File: config.mk
export PLATFORM = sky130hd
export DESIGN_NAME = fifo_arb_sched
export DESIGN_NICKNAME = d
export VERILOG_FILES = /design/src/rtl/fifo_arb_pkg.sv /design/src/rtl/rr_arb2.sv /design/src/rtl/fifo_arb_sched.sv
export SDC_FILE = /design/constraint.sdc
export NUM_CORES = 1
export LEC_CHECK = 0
export CORE_MARGIN = 5
export CORE_UTILIZATION = 36
export DETAILED_ROUTE_END_ITERATION = 7
export GPL_TIMING_DRIVEN = 1
export PLACE_DENSITY_LB_ADDON = 0.12
export SYNTH_ARGS = -nofsm -noshare
export SYNTH_HDL_FRONTEND = slang
export SYNTH_SLANG_ARGS = --single-unit
File: constraint.sdc
create_clock -name sys_clk -period 2.91 [get_ports sys_clk]
set_clock_uncertainty 0.05 [all_clocks]
set_input_delay 0.4365 -clock sys_clk [delete_from_list [all_inputs] [get_ports sys_clk]]
set_output_delay 0.4365 -clock sys_clk [all_outputs]
set_load 0.05 [all_outputs]
File: src/rtl/fifo_arb_pkg.sv
// Shared types and default sizing for the FIFO arbiter / burst scheduler slice.
// The read scheduler state is exported so checkers can observe it.
package fifo_arb_pkg;

  typedef enum logic {
    IDLE  = 1'b0,
    BURST = 1'b1
  } sched_state_t;

  localparam int DEF_DATA_W    = 8;
  localparam int DEF_CNT_W     = 8;
  localparam int DEF_BURST_LEN = 4;
  // Beat counter must hold any burst length up to 255.
  localparam int BEAT_W        = 8;

endpackage

File: src/rtl/rr_arb2.sv
// Two-way round-robin write arbiter: combinational grant, registered pointer.
// rr_ptr names the requester that wins when both ask in the same cycle.
module rr_arb2 (
  input  logic sys_clk,
  input  logic sys_rst,
  input  logic req0,
  input  logic req1,
  input  logic block,
  output logic grant0,
  output logic grant1
);

  logic rr_ptr;

  always_comb begin
    grant0 = 1'b0;
    grant1 = 1'b0;
    if (!sys_rst && !block) begin
      if (req0 && (!req1 || !rr_ptr)) begin
        grant0 = 1'b1;
      end else if (req1) begin
        grant1 = 1'b1;
      end
    end
  end

  // After a grant, priority passes to the requester that was not served.
  always_ff @(posedge sys_clk) begin
    if (sys_rst) begin
      rr_ptr <= 1'b0;
    end else if (grant0) begin
      rr_ptr <= 1'b1;
    end else if (grant1) begin
      rr_ptr <= 1'b0;
    end
  end

endmodule

File: src/rtl/fifo_arb_sched.sv
// Shares one synchronous FIFO between two writers and drains it to a single
// consumer in fixed-length read bursts, with a flush that drains a final partial burst.
module fifo_arb_sched
  import fifo_arb_pkg::*;
#(
  parameter int DATA_W    = DEF_DATA_W,
  parameter int CNT_W     = DEF_CNT_W,
  parameter int BURST_LEN = DEF_BURST_LEN
) (
  input  logic              sys_clk,
  input  logic              sys_rst,
  input  logic              req0_valid,
  input  logic [DATA_W-1:0] req0_data,
  output logic              req0_ready,
  input  logic              req1_valid,
  input  logic [DATA_W-1:0] req1_data,
  output logic              req1_ready,
  output logic              fifo_wr_en,
  output logic [DATA_W-1:0] fifo_wr_data,
  input  logic              fifo_full,
  input  logic              fifo_empty,
  input  logic [CNT_W-1:0]  fifo_data_count,
  output logic              fifo_rd_en,
  input  logic [DATA_W-1:0] fifo_rd_data,
  input  logic              flush,
  output logic              out_valid,
  output logic [DATA_W-1:0] out_data,
  output logic              out_last,
  output sched_state_t      sched_state
);

  // Handshake: a requester word transfers in any cycle where valid and ready are
  // both high (ready is a same-cycle accept); out_valid beats cannot be stalled.

  localparam logic [CNT_W-1:0]  BURST_CNT   = CNT_W'(BURST_LEN);
  localparam logic [BEAT_W-1:0] BURST_BEATS = BEAT_W'(BURST_LEN);
  localparam logic [BEAT_W-1:0] ONE_BEAT    = BEAT_W'(1);

  logic grant0, grant1;

  sched_state_t      state, state_next;
  logic [BEAT_W-1:0] beat_cnt, beat_next;
  logic              flush_pend, flush_clr;

  rr_arb2 u_arb (
    .sys_clk (sys_clk),
    .sys_rst (sys_rst),
    .req0    (req0_valid),
    .req1    (req1_valid),
    .block   (fifo_full),
    .grant0  (grant0),
    .grant1  (grant1)
  );

  assign req0_ready   = grant0;
  assign req1_ready   = grant1;
  assign fifo_wr_en   = grant0 | grant1;
  assign fifo_wr_data = grant1 ? req1_data : req0_data;

  always_comb begin
    state_next = state;
    beat_next  = beat_cnt;
    flush_clr  = 1'b0;
    unique case (state)
      IDLE: begin
        if (fifo_data_count >= BURST_CNT) begin
          beat_next  = BURST_BEATS;
          state_next = BURST;
        end else if (flush_pend && !fifo_empty) begin
          // Partial burst sized to occupancy, so the read never underruns.
          beat_next  = BEAT_W'(fifo_data_count);
          state_next = BURST;
        end else if (flush_pend) begin
          flush_clr = 1'b1;
        end
      end
      BURST: begin
        beat_next = beat_cnt - ONE_BEAT;
        if (beat_cnt == ONE_BEAT) begin
          state_next = IDLE;
        end
      end
      default: state_next = IDLE;
    endcase
  end

  // fifo_rd_en is registered from the next state, so it is high exactly in BURST cycles.
  always_ff @(posedge sys_clk) begin
    if (sys_rst) begin
      state      <= IDLE;
      beat_cnt   <= '0;
      flush_pend <= 1'b0;
      fifo_rd_en <= 1'b0;
      out_valid  <= 1'b0;
      out_last   <= 1'b0;
    end else begin
      state      <= state_next;
      beat_cnt   <= beat_next;
      flush_pend <= flush | (flush_pend & ~flush_clr);
      fifo_rd_en <= (state_next == BURST);
      out_valid  <= fifo_rd_en;
      out_last   <= (state == BURST) && (beat_cnt == ONE_BEAT);
    end
  end

  assign out_data    = fifo_rd_data;
  assign sched_state = state;

endmodule
==> impl_results.md, run 1 <==
- Most area-consuming cells after synthesis: dfxtp_1 32%, mux2_2 11%, buf_4 8.3%
- DR vias/cell: 5.108
- Detail Placement HPWL: 1.983 mm
- Layout area overhead: 68.05%
- Worst Tran Pin Value: 0.5129 ns
- Postcts setup bufs: 0
- Die Span X: 57.57 µm
- Non-Filler Instances: 157
- Final Hold Slack: 0.4627 ns
- Overall Global Routing Usage: 14.38%
- Ys Warns: 0
- Critical path's slowest cell: mux2_2
- Net count after synthesis: 131
- Mapped Area: 814.5 µm²
- CTS tree: yes
- CP Capture Type: primary output
- Syn avg cell area: 9.050 µm²
- Element type at the critical path start: input pin
- Maximum VDD drop: 0.2758 mV
- Final Hold Violating Endpoints: 0
- Worst-path cell chain: clkdlybuf4s50_1 -> nor2_1 -> nand3_1 -> mux2_2 -> buf_12
- # fillers: 188
- CP Class: input pin to primary output
- Antenna-violating nets left: 0
- Finish-stage setup viols: 0
- Post-placement cell count: 153
- Post-synth top area share: 31.95%
- Period Utilization, post-route: 86.08%
- Placed cell area: 1343 µm²
- Fmax achieved: 399.2 MHz
- Critical-path maximum fanout: 10
- Initial DRC count: 22
- Max incr delay on CP: 0.44 ns
- First-pass iteration count of the detailed router: 4
- ANT cells: 0
- Routed vias: 802
- Unrepaired setup endpoints after global routing: no
- Status: completed
- Crit path required time: 2.42 ns
- Switching part of the total: 31.86%
- Hold WC Path Type: register to register
- Yosys top cell by area: dfxtp_1
- Max Cap Viol: 0
- Post-synthesis sequential area ratio: 31.95%
- PostCTS Resize Cnt: 0
- Residual DRC: 0
- Comb pwr share: 38.7%
- Post-route setup TNS: 0 ns
- PD cells: 380.7 nW/µm²
- Clock share of power: 21.7%
- Reg power frac: 39.5%
- Via count of the first global-routing pass: 782
- Crit path time final: 2.505 ns
- Slew Limit Fails: 0
- Count of different cell masters after synthesis: 31
- Cells after Synth: 90
- Core area: 2191 µm²
- Die Ht: 57.57 µm
- Register bit total from synthesis: 13
- Buffers on Ports: 45
- Arrival time at the worst endpoint: 2.02 ns
- Slew HR: 65.70%
- Largest net degree at the start of global routing: 16
- Grt total ovfl: 0
- Clock transition at path regs: 0.08 ns
- CTS root buf: clkbuf_4
- Avg WL per Cell: 14.69 µm
- IO Count: 62
- DRT Wirelength: 2.307 mm
- Initial core utilization: 37.18%
- GPL Wtd Cong: 0.7465
- Clock Tree Buf Depth: 2
- Layout cell share with drive strength beyond 1: 24.81%
- Internal power: 355.1 µW
- CTS Hold Bufs: 0
- Row count: 17
- Num CTS Buffers: 3
- Finished Cell Area: 1369 µm²
- Clock Sinks: 13
- Antenna violations before repair: 0
- LEAKAGE: 0.5379 nW
- Die Area: 3314 µm²
- H-Tree Depth: 1
- First-pass GRT wire length: 3.691 mm
- Worst skew pair latency: 0.28 ns
- Final net count: 171
- Sw Pwr: 166.0 µW
==> cell usage after synthesis <==
master / count
nand4b_1: 1
nand3_1: 1
nor3_1: 4
nor2_1: 7
mux2i_1: 2
nand2_1: 4
nor4_1: 2
nand3b_1: 2
a21oi_1: 7
mux2_2: 8
nor2b_1: 2
ha_1: 2
nor3_2: 1
nor4_2: 1
a31o_1: 2
clkbuf_1: 2
o41ai_1: 1
or3_4: 1
a22o_1: 1
inv_1: 4
or4b_4: 1
or2_2: 1
dfxtp_1: 13
a211o_1: 1
buf_4: 9
and4bb_2: 1
o21a_1: 1
nand2b_1: 3
a31oi_1: 1
o311a_1: 1
a31o_2: 3
==> area by class of cell <==
cell class              count  area (µm²)  share of cell area [%]
flip-flops and latches     13       260.3                   19.01
clock buffers               4       26.28                   1.920
well taps                  28       35.03                   2.559
multi-input cells          62       464.2                   33.91
repair buffers             46       568.0                   41.50
inverters                   4       15.01                   1.097
==> state kept, by name (all words and copies together) (netlist names) <==
| signal | count |
|---|---|
| beat_cnt | 8 |
| flush_pend | 1 |
| out_last | 1 |
| out_valid | 1 |
| sched_state | 1 |
| u_arb.rr_ptr | 1 |
==> power by group through the flow <==
stage               sequential [mW]  clock, mW  combinational (mW)
floorplan                     0.213          0               0.128
global placement              0.209          0               0.201
detailed placement            0.210          0               0.203
CTS                           0.206      0.115               0.204
global route                  0.208      0.127               0.214
finish                        0.206      0.113               0.202
==> layer usage <==
layer | GRT usage, % | share of wire, %
met1 | 16.15 | 36
met2 | 24.84 | 56
met3 | 5.430 | 4.8
met4 | 4.636 | 2.4
met5 | 0 | 0
==> metrics by stage <==
step / total power [mW] / utilization, % / worst slack, ns
after CTS: 0.5247 / 62.48 / 0.3751
after floorplan: 0.3405 / - / 0.9749
after detailed placement: 0.4134 / 61.28 / 0.3844
after global placement: 0.4103 / 61.28 / 0.4202
final: 0.5211 / 62.48 / 0.4052
after global routing: 0.5492 / 62.48 / 0.2794
==> worst max-delay path, delay by kind of cell <==
family,cells,cell delay [ns]
multiplexers,1,0.44
AND/OR/NAND/NOR,2,0.56
buffers and inverters,2,0.57
==> layout by cell type, fill, tap and decap left out, drive strengths merged <==
master,count
nor2,7
dfxtp,13
nand2b,3
nand3,1
nand2,4
mux2i,2
clkbuf,4
a22o,1
inv,4
o311a,1
or4b,1
mux2,8
and4bb,1
nand4b,1
nor4,3
clkdlybuf4s50,34
or2,1
a211o,1
buf,12
o41ai,1
o21a,1
nor3,5
nor2b,2
a31o,5
or3,1
a31oi,1
nand3b,2
a21oi,7
ha,2
==> worst paths after layout <==
kind | cells past startpoint | slack (ns) | to | start
worst min register to register | 2 | 0.46 | flush_pend | flush_pend
worst max-delay path | 5 | 0.41 | fifo_wr_data[0] | sys_rst
worst min-delay path | 2 | 0.46 | flush_pend | flush_pend
worst max register to register | 3 | 1.03 | beat_cnt[5] | sched_state
==> logic make-up (layout without fill, tap and decap cells) <==
| kind of cell | after synthesis | count (layout) | synth area share, % |
|---|---|---|---|
| flops | 13 | 13 | 31.95 |
| compound gates | 18 | 18 | 15.82 |
| fa+ha+maj | 2 | 2 | 3.072 |
| buf+inv | 15 | 54 | 11.06 |
| mux | 10 | 10 | 13.52 |
| simple gates | 32 | 32 | 24.58 |
Power figures use the tool's default switching activity.
==> inputs of run 2 (changes only) <==
--- a/config.mk
+++ b/config.mk
@@ -7,9 +7,11 @@
 export LEC_CHECK = 0
 export CORE_MARGIN = 5
 export CORE_UTILIZATION = 36
+export CTS_CLUSTER_SIZE = 28
 export DETAILED_ROUTE_END_ITERATION = 7
 export GPL_TIMING_DRIVEN = 1
 export PLACE_DENSITY_LB_ADDON = 0.12
+export SLEW_MARGIN = 40
 export SYNTH_ARGS = -nofsm -noshare
 export SYNTH_HDL_FRONTEND = slang
 export SYNTH_SLANG_ARGS = --single-unit
==> results of run 2 <==
Final layout, timing and power as in run 1 (identical DEF).
==> inputs of run 3 (changes only) <==
--- a/config.mk
+++ b/config.mk
@@ -10,7 +10,7 @@
 export CTS_CLUSTER_SIZE = 28
 export DETAILED_ROUTE_END_ITERATION = 7
 export GPL_TIMING_DRIVEN = 1
-export PLACE_DENSITY_LB_ADDON = 0.12
+export PLACE_DENSITY_LB_ADDON = 0.05
 export SLEW_MARGIN = 40
 export SYNTH_ARGS = -nofsm -noshare
 export SYNTH_HDL_FRONTEND = slang
==> impl_results.md, run 3 (same netlist as run 1, synthesis figures left out) <==
- Initial core utilization: 37.18% (unchanged)
- Clock transition at path regs: 0.07 ns (about the same)
- IO Count: 62 (unchanged)
- Largest net degree at the start of global routing: 16 (unchanged)
- Max Cap Viol: 0 (unchanged)
- H-Tree Depth: 1 (unchanged)
- First-pass iteration count of the detailed router: 5 (+1)
- Non-Filler Instances: 157 (unchanged)
- Finished Cell Area: 1370 µm² (about the same)
- Overall Global Routing Usage: 14.17% (-0.21 points)
- GPL Wtd Cong: 0.7070 (-5.3%)
- PD cells: 381.8 nW/µm² (+0.30%)
- Layout cell share with drive strength beyond 1: 25.58% (+0.78 points)
- LEAKAGE: 0.5407 nW (+0.51%)
- CTS root buf: clkbuf_4
- Die Area: 3314 µm² (unchanged)
- Core area: 2191 µm² (unchanged)
- Antenna-violating nets left: 0 (unchanged)
- Critical-path maximum fanout: 10 (unchanged)
- Element type at the critical path start: input pin
- Worst skew pair latency: 0.29 ns (about the same)
- Detail Placement HPWL: 1.888 mm (-4.8%)
- Hold WC Path Type: register to register
- CTS tree: yes
- Antenna violations before repair: 0 (unchanged)
- Num CTS Buffers: 3 (unchanged)
- Unrepaired setup endpoints after global routing: no
- PostCTS Resize Cnt: 0 (unchanged)
- Slew Limit Fails: 0 (unchanged)
- Routed vias: 811 (+1.1%)
- Slew HR: 65.50% (-0.21 points)
- Crit path required time: 2.42 ns (about the same)
- Status: completed
- Placed cell area: 1343 µm² (unchanged)
- CTS Hold Bufs: 0 (unchanged)
- CP startpoint: sys_rst
- Final Hold Violating Endpoints: 0 (unchanged)
- Biggest register: beat_cnt
- Fmax achieved: 405.5 MHz (+1.6%)
- Final net count: 171 (unchanged)
- Avg WL per Cell: 14.11 µm (-4.0%)
- Reg-to-Reg Start: sched_state
- Final Util: 62.54% (about the same)
- Die Span X: 57.57 µm (unchanged)
- Clock Tree Buf Depth: 2 (unchanged)
- Buffers on Ports: 45 (unchanged)
- Post-route setup TNS: 0 ns (unchanged)
- # fillers: 193 (+2.7%)
- Max incr delay on CP: 0.43 ns (about the same)
- Worst-path cell chain: clkdlybuf4s50_1 -> nor2_1 -> nand3_1 -> mux2_2 -> buf_12
- Critical path's slowest cell: clkdlybuf4s50_1
- Row count: 17 (unchanged)
- Crit path capture: fifo_wr_data[5]
- Grt total ovfl: 0 (unchanged)
- Most frequent cells in the layout: 34 x clkdlybuf4s50_1, 13 x dfxtp_1, 11 x buf_12
- Crit path time final: 2.466 ns (-0.03883 ns)
- Layout area overhead: 68.20% (about the same)
- Post-placement cell count: 153 (unchanged)
- ANT cells: 0 (unchanged)
- DRT Wirelength: 2.215 mm (-4.0%)
- Initial DRC count: 19 (-14%)
- Maximum VDD drop: 0.2085 mV (-24%)
- Worst R2R Path Depth: 3 (unchanged)
- Postcts setup bufs: 0 (unchanged)
- Worst-case register-to-register setup slack: 1.01 ns (-0.02 ns)
- Worst Tran Pin Value: 0.5159 ns (+0.003087 ns)
- Largest register FFs: 8 (unchanged)
- First-pass GRT wire length: 3.670 mm (-0.57%)
- CP Capture Type: primary output
- Commonest non-fill, non-tap cell in the layout: clkdlybuf4s50_1
- DR vias/cell: 5.166 (+1.1%)
- Clock Sinks: 13 (unchanged)
- Period Utilization, post-route: 84.74% (-1.3 points)
- FF-to-FF End: beat_cnt[5]
- CP Class: input pin to primary output
- Die Ht: 57.57 µm (unchanged)
- Via count of the first global-routing pass: 820 (+4.9%)
- Residual DRC: 0 (unchanged)
- Arrival time at the worst endpoint: 1.98 ns (-0.04 ns)
- Finish-stage setup viols: 0 (unchanged)
[run 3: changes by cell type in the layout (fill, tap and decap cells not counted), sizes merged]
cell    previous run  this run
clkinv             0         1
clkbuf             4         3
[run 3: through the flow]
| step | power, mW | setup WS [ns] | hold WS (ns) |
|---|---|---|---|
| 6_report | 0.5231 | 0.4440 | 0.4806 |
| 3_3_place_gp | 0.4107 | 0.4515 | 0.4351 |
| 4_1_cts | 0.5270 | 0.4177 | 0.4800 |
| 2_1_floorplan | 0.3405 | 0.9749 | 0.4153 |
| 5_1_grt | 0.5508 | 0.3222 | 0.4961 |
| 3_5_place_dp | 0.4149 | 0.4078 | 0.4551 |
[run 3: worst max-delay path: cells and delay by family]
kind,cells,cell delay [ns]
buf+inv,2,0.58
simple gates,2,0.54
mux,1,0.42
[run 3: layer usage]
metal,wire length [µm],global-route usage [%]
met1,816,15.00
met2,1028,22.26
met5,0,0
met3,325,9.050
met4,45,5.960
[run 3: area by class of cell]
| type | instances | area (µm²) | area share (%) |
|---|---|---|---|
| multi-input combinational | 62 | 464.2 | 33.88 |
| sequential | 13 | 260.3 | 19.00 |
| clock buffer | 3 | 22.52 | 1.644 |
| timing repair buffer | 46 | 568.0 | 41.46 |
| tap | 28 | 35.03 | 2.557 |
| clock inverter | 1 | 5.005 | 0.3653 |
| inverter | 4 | 15.01 | 1.096 |
[run 3: how the worst min path moves through the flow]
stage / startpoint / end / depth (start not counted)
6_report: u_arb.rr_ptr / u_arb.rr_ptr / 1
3_3_place_gp: beat_cnt[7] / beat_cnt[7] / 1
5_1_grt: u_arb.rr_ptr / u_arb.rr_ptr / 1
2_1_floorplan: beat_cnt[7] / beat_cnt[7] / 1
4_1_cts: u_arb.rr_ptr / u_arb.rr_ptr / 1
3_5_place_dp: flush_pend / flush_pend / 2
[run 3: power by group]
part           switching, mW  internal (mW)  leakage [nW]
combinational         0.0933          0.110         0.416
clock                 0.0621         0.0511        0.0177
sequential            0.0148          0.192         0.107
total                  0.170          0.353         0.541
